## src/rtl/boton_sube_nivel.sv

```systemverilog
// Player raise button: sync, debounce, gate by habilitado/Nivel, emit one active-low raise pulse.
// Pulse is low in the cycle after edge DEBOUNCE_CYCLES+2 from the first low sample; AUTO_REPEAT_EN adds hold-to-repeat.
module boton_sube_nivel #(
    parameter int unsigned DEBOUNCE_CYCLES = 16,
    parameter int unsigned REPEAT_CYCLES   = 65,
    parameter int unsigned NIVEL_MAX       = 3
) (
    input  logic       clk,
    input  logic       B_reset,
    input  logic       boton_n,
    input  logic       habilitado,
    input  logic [1:0] Nivel,
    output logic       Sube_Nivel_n,
    output logic       Rechazo,
    output logic       Presionado,
    output logic [7:0] Contador_Pulsos
);

    localparam int unsigned DEB_W = $clog2(DEBOUNCE_CYCLES);
    localparam logic [DEB_W-1:0] DEB_LAST = DEB_W'(DEBOUNCE_CYCLES - 1);

    if (DEBOUNCE_CYCLES < 2 || REPEAT_CYCLES < 2) begin : g_param_check
        $error("boton_sube_nivel: DEBOUNCE_CYCLES and REPEAT_CYCLES must be >= 2");
    end

    typedef enum logic [1:0] {
        REPOSO,
        FILTRO_PRESION,
        PRESIONADO,
        FILTRO_LIBERA
    } estado_t;

    estado_t          estado_q, estado_d;
    logic             sync1_q, sync2_q;
    logic [DEB_W-1:0] deb_cnt_q, deb_cnt_d;
    logic             sube_n_q, sube_n_d;
    logic             rechazo_q, rechazo_d;
    logic [7:0]       cuenta_q, cuenta_d;
    logic             btn_s;
    logic             decide;
    logic             permitido;

`ifdef AUTO_REPEAT_EN
    localparam int unsigned REP_W = $clog2(REPEAT_CYCLES);
    localparam logic [REP_W-1:0] REP_LAST = REP_W'(REPEAT_CYCLES - 1);
    logic [REP_W-1:0] rep_cnt_q, rep_cnt_d;
`endif

    assign btn_s = sync2_q;

    always_comb begin
        estado_d  = estado_q;
        deb_cnt_d = deb_cnt_q;
        decide    = 1'b0;
`ifdef AUTO_REPEAT_EN
        rep_cnt_d = '0;
`endif
        case (estado_q)
            REPOSO: begin
                if (!btn_s) begin
                    estado_d  = FILTRO_PRESION;
                    deb_cnt_d = '0;
                end
            end
            FILTRO_PRESION: begin
                if (btn_s) begin
                    estado_d = REPOSO;
                end else if (deb_cnt_q == DEB_LAST) begin
                    estado_d = PRESIONADO;
                    decide   = 1'b1;
                end else begin
                    deb_cnt_d = deb_cnt_q + 1'b1;
                end
            end
            PRESIONADO: begin
                if (btn_s) begin
                    estado_d  = FILTRO_LIBERA;
                    deb_cnt_d = '0;
                end
`ifdef AUTO_REPEAT_EN
                // Repeat period restarts whenever the hold is interrupted.
                else if (rep_cnt_q == REP_LAST) begin
                    decide = 1'b1;
                end else begin
                    rep_cnt_d = rep_cnt_q + 1'b1;
                end
`endif
            end
            FILTRO_LIBERA: begin
                if (!btn_s) begin
                    estado_d = PRESIONADO;
                end else if (deb_cnt_q == DEB_LAST) begin
                    estado_d = REPOSO;
                end else begin
                    deb_cnt_d = deb_cnt_q + 1'b1;
                end
            end
            default: estado_d = REPOSO;
        endcase

        permitido = habilitado && (32'(Nivel) < NIVEL_MAX);
        sube_n_d  = !(decide && permitido);
        rechazo_d = decide && !permitido;
        cuenta_d  = (decide && permitido) ? cuenta_q + 8'd1 : cuenta_q;
    end

    always_ff @(posedge clk or negedge B_reset) begin
        if (!B_reset) begin
            sync1_q   <= 1'b1;
            sync2_q   <= 1'b1;
            estado_q  <= REPOSO;
            deb_cnt_q <= '0;
            sube_n_q  <= 1'b1;
            rechazo_q <= 1'b0;
            cuenta_q  <= 8'd0;
        end else begin
            sync1_q   <= boton_n;
            sync2_q   <= sync1_q;
            estado_q  <= estado_d;
            deb_cnt_q <= deb_cnt_d;
            sube_n_q  <= sube_n_d;
            rechazo_q <= rechazo_d;
            cuenta_q  <= cuenta_d;
        end
    end

`ifdef AUTO_REPEAT_EN
    always_ff @(posedge clk or negedge B_reset) begin
        if (!B_reset) begin
            rep_cnt_q <= '0;
        end else begin
            rep_cnt_q <= rep_cnt_d;
        end
    end
`endif

    assign Sube_Nivel_n    = sube_n_q;
    assign Rechazo         = rechazo_q;
    assign Presionado      = (estado_q == PRESIONADO) || (estado_q == FILTRO_LIBERA);
    assign Contador_Pulsos = cuenta_q;

endmodule

```

## config.mk

```make
export PLATFORM = sky130hd
export DESIGN_NAME = boton_sube_nivel
export DESIGN_NICKNAME = d
export VERILOG_FILES = /design/src/rtl/boton_sube_nivel.sv
export SDC_FILE = /design/constraint.sdc
export NUM_CORES = 1
export LEC_CHECK = 0
export BUFFER_PORTS_ARGS = -buffer_cell sky130_fd_sc_hd__buf_2
export CORE_UTILIZATION = 55
export DETAILED_ROUTE_END_ITERATION = 10
export HOLD_SLACK_MARGIN = 0.08
export PLACE_DENSITY = 0.85
export SYNTH_ARGS = -nofsm -noshare
export SYNTH_HDL_FRONTEND = slang
export SYNTH_SLANG_ARGS = --single-unit
```

## constraint.sdc

```tcl
create_clock -name clk -period 5 [get_ports clk]
set_clock_uncertainty 0.1 [all_clocks]
set_input_delay 0 -clock clk [delete_from_list [all_inputs] [get_ports clk]]
set_output_delay 0 -clock clk [all_outputs]
set_load 0.05 [all_outputs]
```

# Yosys cells after proc, flatten, opt, wreduce, memory -nomap -nowiden
# Cells that the tools add are included.
dict set report op_classes {
  n_lt_le_gt_ge 1
  n_reduce_logical 9
  muxes 16
  addsub 2
  eq_ne 10
}
# cell count
set op_table {}
lappend op_table {{$mux 4} 5}
lappend op_table {{$pmux 4 s4} 1}
lappend op_table {{$mux 2} 6}
lappend op_table {{$add 8x1->8 const B} 1}
lappend op_table {{$ne 2x2->1 const B} 4}
lappend op_table {{$pmux 2 s4} 1}
lappend op_table {{$reduce_and 4->1} 2}
lappend op_table {{$ne 3x3->1 const B} 2}
lappend op_table {{$add 4x1->4 const B} 1}
lappend op_table {{$eq 2x2->1 const B} 2}
lappend op_table {{$eq 4x4->1 const B} 1}
lappend op_table {{$logic_and 1x1->1} 3}
lappend op_table {{$mux 1} 3}
lappend op_table {{$eq 2x1->1 const B} 1}
lappend op_table {{$logic_not 1->1} 2}
lappend op_table {{$logic_not 2->1} 1}
lappend op_table {{$lt 2x2->1 const B} 1}
lappend op_table {{$logic_or 1x1->1} 1}
dict set report word_totals {
  wordCells 45
  in_bits 6
  out_inout_bits 11
  regBits 18
}

# Logic depth before layout (Yosys ltp)
dict set report depth {
  ltp_word 6
  depth_mapped 6
  ltp_nobuf 5
}

# Worst setup path before layout
# Ideal clock, no wire load.
dict set report synth_path {
  kind {register to register}
  from {reg cuenta_q[2], in the netlist Contador_Pulsos[2]}
  to {reg cuenta_q[7], in the netlist Contador_Pulsos[7]}
  arrival_time_ns 1.523
  stages_incl_launch_ff 5
  n_path_buf 0
  synth_period_minus_slack_ns 1.705
  required_ns 4.818
  setup_slack_ns 3.295
  setup_ns 0.082
  path_cell_list {dfrtp_1 > nand3_1 > or3_1 > nor3_2 > xor2_1}
}
dict set report synth_between {
  elab_chain_cells 1
}
# element line_no
set synth_lines {}
lappend synth_lines {{start: declaration} 38} ;# logic [7:0] cuenta_q, cuenta_d;
lappend synth_lines {{start signal: assignment} 123} ;# cuenta_q <= cuenta_d;
lappend synth_lines {{$add 8x1->8} 104} ;# cuenta_d = (decide && permitido) ? cuenta_q + 8'd1 : cuenta_q;
# Every way passes these cells.
# A chain may end at the register's enable or synchronous reset.

# Final worst setup path
dict set report layout_path {
  from {in Nivel[0]}
  to {reg cuenta_q[1], in the netlist Contador_Pulsos[1]}
}
dict set report layout_between {
  elab_chain_cells 3
}
# element line_no
set layout_lines {}
lappend layout_lines {{start: declaration} 12} ;# input logic [1:0] Nivel,
lappend layout_lines {{$lt 2x2->1} 101} ;# permitido = habilitado && (32'(Nivel) < NIVEL_MAX);
lappend layout_lines {{$logic_and 1x1->1} 101}
lappend layout_lines {{$logic_and 1x1->1} 104}
# Every way passes these cells.

==> results.md <==
* DRC Markers at 0
* Via density per instance at about 5
* Worst path arrival time at about 2.0 ns
* Slowest CP cell: dlygate4sd3_1
* Worst Hold Class: in -> async
* Cell depth of the worst flop-to-flop path at 4
* Placement Setup Slack at 3.23 ns
* CP startpoint kind: input pin
* Worst path bufs/invs at 3
* Top area cells in the synthesized netlist: dfrtp_1 46%, dfstp_2 9.7%, xnor2_1 5.4%, nor3_2 3.7%, a22o_1 3.2%
* Largest net degree at the start of global routing at 16
* Number of buffers added on ports at 16
* Die Width at ~40 µm
* Seq/Total Area, Yosys at 0.560
* Syn. warnings at 0
* Final nets at between 100 and 150
* Die area at around 1600 µm²
* Cts repair resizes at 0
* Outcome: completed
* Hold_ws at about 0.11 ns
* Max Root-Sink Buffers at 2
* Cell variety after synth at 27
* Gpl congestion at about 0.7
* Count leader, synth: dfrtp_1
* First-pass GRT wire length at approximately 2100 µm
* Part of the cycle the worst path needs at 0.372
* Root Driver: clkbuf_4
* Routed Antenna Nets at 0
* Worst slew margin at 0.564
* Grt ovf at 0
* Nature of the critical path endpoint: register
* IO Count at 17
* Post-synth top cells: 15 x dfrtp_1, 6 x nand2_1, 5 x xnor2_1
* Fillcell total at 107
* Die height at 40.4 µm
* CP Class: in -> reg
* FFs w/ async S/R, synth at 1.00
* PD cells at between 200 and 300 nW/µm²
* Total track usage at 0.211
* Core box area at 1330 µm²
* Vias in the first global route at just under 500
* LEAKAGE at around 0.48 nW
* CP Depth at 6
* Synth Area per Inst at 11.8 µm²
* Cells along the critical path: dlygate4sd3_1, buf_2, a21boi_1, dlygate4sd3_1, nand3_2, mux2_1
* Main synth FF type: dfrtp_1
* Most used cell, CP: dlygate4sd3_1
* FF+latch count, synth at 18
* TritonCTS buffer count at 3
* Synth area leader: dfrtp_1
* DP HPWL at 963 µm
* Worst Path Required at 5.09 ns
* Clk sinks at 18
* Placed cell areas at roughly 900 µm²
* Initial antenna violation count at 0
* Worst path top cell family by delay: buffers and inverters
* Post-synth EDFFs at 0
* Starting Density at 0.608
* Routed wire per std cell at approximately 13 µm
* Worst setup margin at ~3.1 ns
* Max-slew violation count at 0
* Initial DRC count at 7
* Pre-antenna DRT Iters at 3
* Clock tree from TritonCTS: built
* DRT Wirelength at roughly 1400 µm
* Slowest stage delay, CP at around 0.63 ns
* Synthesized area at just over 800 µm²
* Ant diodes at 0
* Clk_lat worst skew at 0.30 ns
* FMAX at between 500 and 600 MHz
* Top-area cell type share of the netlist area at 0.463
* Final Hold Vio Count at 0
* Syn-to-layout area delta at 21.8%
* Fin Setup TNS at 0 ns
* Finished Cell Area at approximately 1000 µm²
* RSZ-0062 raised after global routing: no
* Maxcap violations at 0
* Fin crit period at roughly 1.9 ns
* Post-synthesis cell count at 69
* DR vias at between 500 and 600
* Maximum VDD drop at 0.000221 V
* Worst-Margin Slew at roughly 0.65 ns
* Worst-path clk slew at 0.10 ns
* Row Count at 13
* Share of layout cells above drive strength 1 at 0.326
* H-Tree Depth at 1
* Post-Syn Nets at 77
* Worst-path maximum fanout at 6
* Final setup violating endpoints at 0
[worst reg2reg max path, delay by kind of cell (launching register included)]
family	cells	cell delay, ns
AND/OR/NAND/NOR	2	0.58
flip-flops	1	0.41
multiplexers	1	0.37
adder cells (fa/ha/maj)	1	0.22
[state kept, by name (all words and copies together) (netlist names), named ones only]
name / cells
deb_cnt_q: 4
sync1_q: 1
estado_q: 1
Rechazo: 1
btn_s: 1
Sube_Nivel_n: 1
Contador_Pulsos: 8
[metal layers]
| metal | vias up | GRT usage | share of wire |
|---|---|---|---|
| li1 | 277 | - | - |
| met1 | 251 | 0.271 | 0.48 |
| met2 | 15 | 0.310 | 0.45 |
| met3 | 5 | 0.0500 | 0.034 |
| met4 | 0 | 0.150 | 0.027 |
| met5 | - | 0 | 0 |
[cells by family (layout without fill, tap and decap cells)]
logic type | Yosys count | in the layout | share of synthesized area
AND/OR/NAND/NOR | 22 | 22 | 0.161
multiplexers | 2 | 2 | 0.0278
buffers and inverters | 5 | 28 | 0.0247
XOR/XNOR | 9 | 9 | 0.106
AO/OA/AOI/OAI | 11 | 11 | 0.0895
flip-flops | 18 | 18 | 0.560
adder cells (fa/ha/maj) | 2 | 2 | 0.0309
[per-stage QoR]
step,cells,power [mW],util
after global routing,107,0.276,0.740
final,107,0.265,0.740
after floorplan,69,0.167,-
after detailed placement,98,0.175,0.675
after global placement,98,0.174,0.675
after CTS,107,0.267,0.740
[power by group]
group | total [mW] | switching (mW) | internal, mW
clock network | 0.0896 | 0.0452 | 0.0445
registers | 0.156 | 0.00501 | 0.151
logic | 0.0199 | 0.00921 | 0.0107
[timing repair]
action                    4_1_cts  5_1_grt
buffers inserted                0        0
hold endpoints to repair       23        0
hold buffers                    5        0
[final cells by class]
| class | instances | area (µm²) | share of cell area |
|---|---|---|---|
| Multi-Input combinational cell | 46 | 337 | 0.341 |
| Clock buffer | 4 | 36.3 | 0.0368 |
| Tap cell | 15 | 18.8 | 0.0190 |
| Sequential cell | 18 | 454 | 0.460 |
| Inverter | 3 | 11.3 | 0.0114 |
| Timing Repair Buffer | 21 | 130 | 0.132 |
[worst paths after layout]
path	slack, ns	endpoint	start
min	0.11	sync1_q	B_reset
min in group clk	0.24	sync1_q	boton_n
min reg2reg	0.26	btn_s	sync1_q
max	3.14	Contador_Pulsos[1]	Nivel[0]
max reg2reg	3.21	Contador_Pulsos[1]	deb_cnt_q[1]
max in group asynchronous	3.61	Contador_Pulsos[0]	B_reset
[cells in the final DEF, fill, tap and decap left out]
master,count
a2bb2oi_1,1
a21oi_1,3
nor3_2,3
xnor2_1,5
clkbuf_4,3
nor3b_2,1
ha_1,2
nor3_1,1
nand3_2,1
nand4_1,1
nand2b_1,1
clkbuf_8,1
inv_1,3
buf_2,16
a21boi_1,1
o21ai_0,3
nand2_1,6
mux2_2,1
a22o_1,3
or3_1,1
nor2_1,4
dfstp_2,3
xor2_1,3
mux2_1,1
xor2_2,1
and3_1,1
nand3_1,2
dlygate4sd3_1,5
dfrtp_1,15
(Power assumes the default switching activity.)
